$ cat config.mk
export PLATFORM = sky130hd
export DESIGN_NAME = pwm_modulator
export DESIGN_NICKNAME = d
export VERILOG_FILES = /design/src/rtl/pwm_modulator.sv
export SDC_FILE = /design/constraint.sdc
export NUM_CORES = 1
export LEC_CHECK = 0
export CORE_MARGIN = 5
export CORE_UTILIZATION = 25
export DETAILED_ROUTE_END_ITERATION = 12
export GPL_TIMING_DRIVEN = 0
export RECOVER_POWER = 50
export SYNTH_ARGS = -nofsm -noshare
export SYNTH_HDL_FRONTEND = slang
export SYNTH_SLANG_ARGS = --single-unit
$ cat constraint.sdc
create_clock -name clk -period 1.88 [get_ports clk]
set_input_delay 0.282 -clock clk [delete_from_list [all_inputs] [get_ports clk]]
set_output_delay 0.282 -clock clk [all_outputs]
set_load 0.005 [all_outputs]
$ cat src/rtl/pwm_modulator.sv
// Sine-sample driven PWM modulator with complementary gate outputs and dead-time insertion.
// A one-entry sample buffer feeds the duty register once per period (or at once while idle).
module pwm_modulator #(
    parameter int CNT_W     = 10,
    parameter int DEADTIME  = 4,
    parameter bit SIGNED_IN = 1'b1
) (
    input  logic             clk,
    input  logic             reset,
    input  logic             en,
    input  logic [15:0]      sample_in,
    input  logic             sample_valid,
    output logic             sample_ready,
    output logic             pwm_hi,
    output logic             pwm_lo,
    output logic             period_start,
    output logic [CNT_W-1:0] duty_q,
    output logic             underrun
);

    localparam logic [CNT_W-1:0] CNT_MAX = '1;
    localparam logic [3:0]       DT_INIT = 4'(DEADTIME);

    logic [CNT_W-1:0] cnt_p0;
    logic [15:0]      buf_q;
    logic             buf_full;
    logic             accept;
    logic             at_wrap;
    logic             load;
    logic             raw_p0;
    logic             raw_p1;
    logic             changed;
    logic [3:0]       dt_cnt;
    logic [3:0]       dt_next;
    logic             blocked;

    // Offset-binary conversion followed by truncation to the counter width.
    function automatic logic [CNT_W-1:0] conv(input logic [15:0] s);
        logic [15:0] u;
        u = SIGNED_IN ? (s ^ 16'h8000) : s;
        return CNT_W'(u >> (16 - CNT_W));
    endfunction

    assign sample_ready = !buf_full && !reset;
    assign accept       = sample_valid && sample_ready;
    assign at_wrap      = en && (cnt_p0 == CNT_MAX);
    assign load         = at_wrap || (!en && buf_full);
    assign underrun     = !reset && at_wrap && !buf_full;
    assign period_start = !reset && en && (cnt_p0 == '0);

    // Stage p0: raw comparator and dead-time bookkeeping
    assign raw_p0  = en && (cnt_p0 < duty_q);
    assign changed = raw_p0 != raw_p1;
    assign dt_next = changed ? DT_INIT : ((dt_cnt != 4'd0) ? dt_cnt - 4'd1 : 4'd0);
    assign blocked = dt_next != 4'd0;

    always_ff @(posedge clk) begin
        if (reset) begin
            cnt_p0   <= '0;
            duty_q   <= '0;
            buf_full <= 1'b0;
            raw_p1   <= 1'b0;
            dt_cnt   <= DT_INIT;
            pwm_hi   <= 1'b0;
            pwm_lo   <= 1'b0;
        end else begin
            cnt_p0 <= en ? cnt_p0 + CNT_W'(1) : '0;
            if (load && buf_full) begin
                duty_q   <= conv(buf_q);
                buf_full <= 1'b0;
            end else if (accept) begin
                buf_full <= 1'b1;
            end
            // Stage p1: registered gate drives, low-side also gated by en
            raw_p1 <= raw_p0;
            dt_cnt <= dt_next;
            pwm_hi <= raw_p0 && !blocked;
            pwm_lo <= en && !raw_p0 && !blocked;
        end
    end

    always_ff @(posedge clk) begin
        if (accept) begin
            buf_q <= sample_in;
        end
    end

endmodule

# Yosys cells after proc, flatten, opt, wreduce, memory -nomap -nowiden
# Cells that the tools add are included.
classes:
  n_bitwise: 2
  magnitude_cmp: 1
  addsub: 2
  muxes: 2
  n_reduce_logical: 24
  n_eq_ne: 2
op_table:
  columns: ["cell", "count"]
  rows:
  - ["$logic_and 1x1->1", 13]
  - ["$add 10x1->10 const B", 1]
  - ["$eq 10x10->1 const B", 1]
  - ["$logic_not 10->1", 1]
  - ["$lt 10x10->1", 1]
  - ["$mux 4", 2]
  - ["$reduce_bool 4->1", 2]
  - ["$logic_not 1->1", 5]
  - ["$reduce_or 2->1", 2]
  - ["$sub 4x1->4 const B", 1]
  - ["$not 1->1", 2]
  - ["$logic_or 1x1->1", 1]
  - ["$ne 1x1->1", 1]
word_totals:
  input_bits: 20
  output_inout_bits: 15
  word_cells: 41
  reg_bits: 44

# Depth between registers and ports, before layout
# Gate-level depths: netlist of run 1.
depth:
  word_depth: 7
  ltp_mapped: 7
  mapped_depth_nobuf: 7

# Worst setup path after synthesis of run 1
# Ideal clock, no wire load.
synth_timing:
  path_kind: "register to register"
  from: "register duty_q[7]"
  to: "register dt_cnt[0]"
  required_ns: 1.759
  setup_slack_ns: -0.042
  synth_period_minus_slack_ns: 1.922
  path_buffers: 0
  arrival_ns: 1.802
  path_stages_with_launch: 8
  setup_time_ns: 0.121
  cell_sequence: "dfxtp_1 inv_1 ha_1 a211o_1 a21oi_2 o31ai_2 nor3b_4 mux2_2"
synth_via:
  elab_chain_len: 4
synth_rtl:
  columns: ["element", "line_no", "text"]
  rows:
  - ["start, declared", "17", "output logic [CNT_W-1:0] duty_q,"]
  - ["start signal, assigned", "69", "duty_q <= conv(buf_q);"]
  - ["$lt 10x10->1", "52", "assign raw_p0 = en && (cnt_p0 < duty_q);"]
  - ["$logic_and 1x1->1", "52", null]
  - ["$ne 1x1->1", "53", "assign changed = raw_p0 != raw_p1;"]
  - ["$mux 4", "54", "assign dt_next = changed ? DT_INIT : ((dt_cnt != 4'd0) ? dt_cnt - 4'd1 : 4'd0);"]
  - ["end signal, assigned", "76", "dt_cnt <= dt_next;"]
  - ["end, declared", "33", "logic [3:0] dt_cnt;"]
# No other way between the ends.
# A chain may end at the register's enable or synchronous reset.

# Worst setup path after layout of run 1
layout_timing:
  from: "register cnt_p0[7]"
  to: "register dt_cnt[3]"
layout_via:
  elab_chain_len: 4
layout_rtl:
  columns: ["element", "line_no", "text"]
  rows:
  - ["start, declared", "24", "logic [CNT_W-1:0] cnt_p0;"]
  - ["start signal, assigned", "67", "cnt_p0 <= en ? cnt_p0 + CNT_W'(1) : '0;"]
  - ["$lt 10x10->1", "52", null]
  - ["$logic_and 1x1->1", "52", null]
  - ["$ne 1x1->1", "53", null]
  - ["$mux 4", "54", null]
# No other way between the ends.

==> results of run 1 <==
==> power groups by stage <==
stage | clock [mW] | sequential [mW] | combinational (mW)
2_1_floorplan | 0 | 0.933 | 0.202
3_3_place_gp | 0 | 0.940 | 0.291
3_5_place_dp | 0 | 0.940 | 0.297
4_1_cts | 0.706 | 0.916 | 0.339
5_1_grt | 0.737 | 0.925 | 0.372
6_report | 0.685 | 0.917 | 0.329
==> logic make-up (layout without fill, tap and decap cells) <==
family          count (synthesis)  after routing  synth area share (%)
flops                          38             38                  48.1
simple gates                   66             66                  20.8
fa+ha+maj                      12             12                  8.39
compound gates                 15             15                  6.92
xor+xnor                        8              8                  3.91
mux                            13             13                  7.48
buf+inv                        18             62                  4.47
==> stage by stage <==
stage                     TNS, ns  hold slack [ns]  utilization [%]
after floorplan            -0.127            0.381                -
after global placement      -1.28            0.431             31.7
after detailed placement    -1.40            0.440             31.7
after CTS                  -0.437            0.453             35.5
after global routing       -0.615            0.479             35.5
final                      -0.165            0.445             35.5
==> metal layers <==
layer	wire length, um	vias to the layer above
met4	69	0
li1	-	677
met3	191	5
met2	1750	25
met5	0	-
met1	1780	631
==> final timing paths <==
path / startpoint / to / slack (ns)
worst max register to register: cnt_p0[7] / dt_cnt[3] / -0.05
worst min-delay path: buf_q[15] / duty_q[9] / 0.44
worst min register to register: buf_q[15] / duty_q[9] / 0.44
worst max-delay path: cnt_p0[7] / dt_cnt[3] / -0.05
==> flip-flops by register name (all words and copies together) (netlist names) <==
signal	cells
buf_q	10
pwm_lo	1
buf_full	1
dt_cnt	4
duty_q	10
cnt_p0	10
pwm_hi	1
raw_p1	1
==> final cells by class <==
cell class                 count  area share [%]
tap                           96            4.93
sequential                    38            36.1
clock buffer                   5            2.82
clock inverter                 3            1.64
timing repair buffer          36            13.4
multi-input combinational    114            37.6
inverter                      13            2.00
buffer                         5            1.54
==> synthesized netlist by cell type, types with 2 or more instances <==
master,instances,area (um^2)
sky130_fd_sc_hd__a31o_2,2,17.5
sky130_fd_sc_hd__nor3_1,6,30.0
sky130_fd_sc_hd__or3_1,2,12.5
sky130_fd_sc_hd__nand3_1,4,20.0
sky130_fd_sc_hd__a21oi_1,5,25.0
sky130_fd_sc_hd__nand2_1,3,11.3
sky130_fd_sc_hd__nor2_1,23,86.3
sky130_fd_sc_hd__and3_1,4,25.0
sky130_fd_sc_hd__inv_1,13,48.8
sky130_fd_sc_hd__nand2b_1,3,18.8
sky130_fd_sc_hd__edfxtp_1,10,300
sky130_fd_sc_hd__clkbuf_1,3,11.3
sky130_fd_sc_hd__ha_1,12,150
sky130_fd_sc_hd__dfxtp_1,28,561
sky130_fd_sc_hd__xor2_1,5,43.8
sky130_fd_sc_hd__nor3b_1,2,15.0
sky130_fd_sc_hd__nor4_1,5,31.3
sky130_fd_sc_hd__and2_1,3,18.8
sky130_fd_sc_hd__xnor2_1,3,26.3
sky130_fd_sc_hd__nand4_1,4,25.0
sky130_fd_sc_hd__mux2i_1,10,100
sky130_fd_sc_hd__mux2_2,3,33.8
sky130_fd_sc_hd__nor2b_1,2,12.5
==> repair_timing <==
| action | CTS | global route |
|---|---|---|
| pin swaps | 8 | 3 |
| gates resized for setup | 33 | 2 |
| setup buffers | 8 | 1 |
| setup endpoints to repair | 6 | 6 |
==> impl_metrics.json, run 1 <==
{
  "timing.hold.worst.class": "reg2reg",
  "internal_power_mw": 1.45,
  "failed_checks": "negative setup slack",
  "htree_num_levels": 2,
  "cap_viol_max_count": 0,
  "cp.arrival_ns": 2.11,
  "vias_per_cell": 4.32,
  "switching_share_pct": 24.7,
  "ant_nets": 0,
  "route.vias.total": 1338,
  "cts.clk_slew.worst_paths_ns": 0.08,
  "worstSetupPathDepth": 6,
  "global_route.usage.total_pct": 9.71,
  "dp_hpwl_um": 2700,
  "worst_pin_slew_ns": 0.778,
  "dp_worst_setup_slack_ns": -0.673,
  "die_area_um2": 8950,
  "postPlaceCellArea_um2": 2180,
  "layout-drive-gt1-share_pct": 21.5,
  "buffer_ports.inserted": 27,
  "worstPathMaxFanout": 5,
  "mostFrequentLayoutCell": "sky130_fd_sc_hd__nor2_1",
  "detail_route.iter0.violations": 26,
  "total_number_of_yosys_warnings": 0,
  "max_slew_violation_count": 0,
  "nets": 245,
  "fp.dieW_um": 94.6,
  "report.final.setup_viol": 4,
  "ys_types": 38,
  "post_synth_instance_area_um2": 1790,
  "crit_buf_inv": 0,
  "power_switching_mw": 0.478,
  "top_usage_layer": "met2",
  "maxSlewHeadroom_pct": 48.1,
  "cts.path.max_buffers": 2,
  "synth_nets": 202,
  "multiInputGateArea_um2": 917,
  "combinationalPowerShare_pct": 17.1,
  "finalWeightedCongestion": 0.809,
  "path_cells": "ha_4 -> a211o_1 -> a21oi_2 -> o31ai_4 -> nor3b_4 -> mux2_4",
  "p_leak_nw": 0.909,
  "synthCells": 170,
  "layout_min_cycle_time_ns": 1.93,
  "antenna_found_initial": 0,
  "proportion_of_power_drawn_by_the_clock_network_pct": 35.4,
  "postSynth.topFlopCell": "sky130_fd_sc_hd__dfxtp_1",
  "pin_count_of_the_biggest_net_entering_global_routing": 13,
  "setup.worst_path.end_class": "register",
  "first_global_vias": 1420,
  "grt_util_met2_pct": 15.6,
  "post-layout-total-power_mw": 1.93,
  "grt_pass1_wl_um": 6620,
  "critical_path.slowest_cell": "sky130_fd_sc_hd__dfxtp_4",
  "timing.final.hold_violations": 0,
  "gr_util_met1_pct": 11.4,
  "required_ns": 2.06,
  "grt_setup_unrepaired": "yes",
  "worstHoldPathCells": 1,
  "cts_tree": "built",
  "ys_seq_elements": 38,
  "ios": 35,
  "fillers": 702,
  "placed_cells_incl_taps": 293,
  "critical-path-top-delay-family": "compound AO/OA/AOI/OAI gates",
  "outcome": "complete, but fails checks",
  "drt_pre_antenna_iters": 3,
  "max_stage_delay_ns": 0.38,
  "layout_worst_path_cycle_share_pct": 103,
  "route.detailed.drc": 0,
  "synth.avg_cell_area_um2": 10.5,
  "cts.hold.buffers_added": 0,
  "power.ir.vdd_worst_uv": 301,
  "clk-insertion-delay-late_ns": 0.29,
  "drt-wirelength-per-cell_um": 12.3,
  "timing.fmax_mhz": 517,
  "final_cell_area_excluding_filler_cells_um2": 2440,
  "global_route.usage.met3_pct": 3.27,
  "cts.root.buffer_cell": "sky130_fd_sc_hd__clkbuf_8",
  "highest_count_cells_in_the_layout_ignoring_fill_and_taps": "23 x sky130_fd_sc_hd__nor2_1, 19 x sky130_fd_sc_hd__dfxtp_1, 12 x sky130_fd_sc_hd__inv_1, 12 x sky130_fd_sc_hd__dlygate4sd3_1, 12 x sky130_fd_sc_hd__clkdlybuf4s50_1",
  "cts-buffers-inserted": 5,
  "synth_enable_flop_cells": 10,
  "clock_skew_ns": 0.00590,
  "area_growth_pct": 36.2,
  "register_cell_area_after_layout_um2": 880,
  "instances_no_fill": 310,
  "timing.setup.critical_path_class": "reg2reg",
  "die_height_um": 94.6,
  "std_cell_rows": 30,
  "total_routed_length_um": 3800,
  "ys_seq_area_share_pct": 48.1,
  "r2r_cells": 6,
  "design.core.area_um2": 6870,
  "overflow": 0,
  "finalWorstSetupSlack_ns": -0.0534,
  "async_flop_share_pct": 0,
  "floorplan.initialDensity_pct": 26.1,
  "power-per-cell-area_nw_per_um2": 792,
  "number_of_sinks_driven_by_the_clock_tree": 38,
  "diodes": 0,
  "critPathLaunchType": "register",
  "seq_power_share_pct": 47.5
}
Power figures use the tool's default switching activity.
==> run 2: changes to the inputs <==
--- a/config.mk
+++ b/config.mk
@@ -13,3 +13,4 @@
 export SYNTH_ARGS = -nofsm -noshare
 export SYNTH_HDL_FRONTEND = slang
 export SYNTH_SLANG_ARGS = --single-unit
+export TNS_END_PERCENT = 1
==> run 2 against run 1 <==
Effect of this change: the flow still finishes with violations (negative setup slack); sequential power is essentially flat; register-to-register slack about the same; worst setup slack is essentially flat; critical endpoint unchanged; largest power group unchanged.
==> impl_metrics.json, run 2 (synthesized netlist as in run 1, its figures left out) <==
{
  "timing.final.hold_violations": 0,
  "timing.setup.critical_path_class": "reg2reg",
  "path_cells": "ha_4 -> a211o_1 -> a21oi_2 -> o31ai_4 -> nor3b_4 -> mux2_4",
  "worst_pin_slew_ns": 0.778,
  "maxSlewHeadroom_pct": 48.1,
  "htree_num_levels": 2,
  "area_growth_pct": 35.9,
  "overflow": 0,
  "detail_route.iter0.violations": 45,
  "report.final.setup_viol": 4,
  "drt-wirelength-per-cell_um": 12.3,
  "max_stage_delay_ns": 0.38,
  "failed_checks": "negative setup slack",
  "cts.hold.buffers_added": 0,
  "setup_tns_ns": -0.165,
  "buffer_ports.inserted": 27,
  "total_routed_length_um": 3790,
  "worstPathMaxFanout": 5,
  "number_of_sinks_driven_by_the_clock_tree": 38,
  "register_cell_area_after_layout_um2": 880,
  "timing.fmax_mhz": 517,
  "cap_viol_max_count": 0,
  "fillers": 703,
  "route.detailed.drc": 0,
  "cts.root.buffer_cell": "sky130_fd_sc_hd__clkbuf_8",
  "clock_skew_ns": 0.00590,
  "layout_min_cycle_time_ns": 1.93,
  "highest_count_cells_in_the_layout_ignoring_fill_and_taps": "23 x sky130_fd_sc_hd__nor2_1, 19 x sky130_fd_sc_hd__dfxtp_1, 13 x sky130_fd_sc_hd__dlygate4sd3_1",
  "ios": 35,
  "power.ir.vdd_worst_uv": 301,
  "outcome": "complete, but fails checks",
  "internal_reg_to_reg_setup_slack_ns": -0.05,
  "finalWorstSetupSlack_ns": -0.0534,
  "die_area_um2": 8950,
  "largest_registers_ranked_by_flip_flop_count": "buf_q x10, cnt_p0 x10, duty_q x10",
  "std_cell_rows": 30,
  "grt_setup_unrepaired": "yes",
  "finalWeightedCongestion": 0.809,
  "critPathLaunchType": "register",
  "design.core.area_um2": 6870,
  "die_height_um": 94.6,
  "floorplan.initialDensity_pct": 26.1,
  "nets": 244,
  "grt_pass1_wl_um": 6610,
  "diodes": 0,
  "critical_path.slowest_cell": "sky130_fd_sc_hd__dfxtp_4",
  "timing.hold.worst.class": "reg2reg",
  "multiInputGateArea_um2": 920,
  "ant_nets": 0,
  "clk-insertion-delay-late_ns": 0.29,
  "first_global_vias": 1419,
  "route.vias.total": 1332,
  "antenna_found_initial": 0,
  "dp_hpwl_um": 2700,
  "pin_count_of_the_biggest_net_entering_global_routing": 13,
  "mostFrequentLayoutCell": "sky130_fd_sc_hd__nor2_1",
  "required_ns": 2.06,
  "fp.dieW_um": 94.6,
  "cts_tree": "built",
  "setup.worst_path.end_class": "register",
  "post-layout-total-power_mw": 1.93,
  "layout-drive-gt1-share_pct": 21.6,
  "cts.path.max_buffers": 2,
  "cts-buffers-inserted": 5,
  "drt_pre_antenna_iters": 3,
  "p_leak_nw": 0.906,
  "layout_worst_path_cycle_share_pct": 103,
  "cts.clk_slew.worst_paths_ns": 0.08,
  "vias_per_cell": 4.31,
  "power-per-cell-area_nw_per_um2": 793,
  "finish.utilization_pct": 35.4,
  "max_slew_violation_count": 0,
  "global_route.usage.total_pct": 9.69,
  "cp.arrival_ns": 2.11,
  "hold-worst-slack_ns": 0.445
}
[run 2: cell types whose count changed in the layout (fill, tap and decap cells not counted), sizes merged]
cell	previous run	this run
buf	11	10
dlygate4sd3	12	13
clkdlybuf4s50	12	11
[run 2: worst paths after layout]
path	cells after the start	start	to
worst min-delay path	1	buf_q[15]	duty_q[9]
worst max-delay path	6	cnt_p0[7]	dt_cnt[3]
worst min register to register	1	buf_q[15]	duty_q[9]
worst max register to register	6	cnt_p0[7]	dt_cnt[3]
[run 2: stage by stage]
stage               cells  cell area (um^2)  setup WS [ns]
CTS                   308              2430         -0.106
global route          309              2430         -0.152
detailed placement    293              2180         -0.673
finish                309              2430        -0.0534
global placement      293              2180         -0.665
floorplan             170              1790        -0.0424
[run 2: where the power goes]
group          total, mW  internal, mW  switching (mW)  leakage, nW
sequential         0.917         0.883          0.0339        0.326
clock              0.684         0.391           0.294       0.0579
combinational      0.328         0.178           0.150        0.522
[run 2: what timing repair did]
item                       in CTS  in global routing
buffers inserted                7                  1
hold endpoints to repair        0                  0
pin swaps                       8                  3
setup endpoints to repair       6                  6
resized for setup              34                  2
[run 2: cell type report]
type	instances	area share (%)
buffer	5	1.54
clock buffer	5	2.83
clock inverter	3	1.65
inverter	13	2.01
multi-input combinational	114	37.8
sequential	38	36.1
tap	96	4.94
timing repair buffer	35	13.1
[run 2: per-layer routing]
layer | up-vias | wire length [um] | global-route usage, %
li1 | 675 | - | -
met1 | 627 | 1780 | 11.4
met2 | 25 | 1750 | 15.6
met3 | 5 | 191 | 3.27
met4 | 0 | 69 | 5.05
met5 | - | 0 | 0
[run 2: critical path: cells and delay by family (launching register included)]
| family | cells | cell delay [ns] |
|---|---|---|
| compound gates | 3 | 0.56 |
| fa+ha+maj | 1 | 0.24 |
| flops | 1 | 0.38 |
| mux | 1 | 0.33 |
| simple gates | 1 | 0.32 |
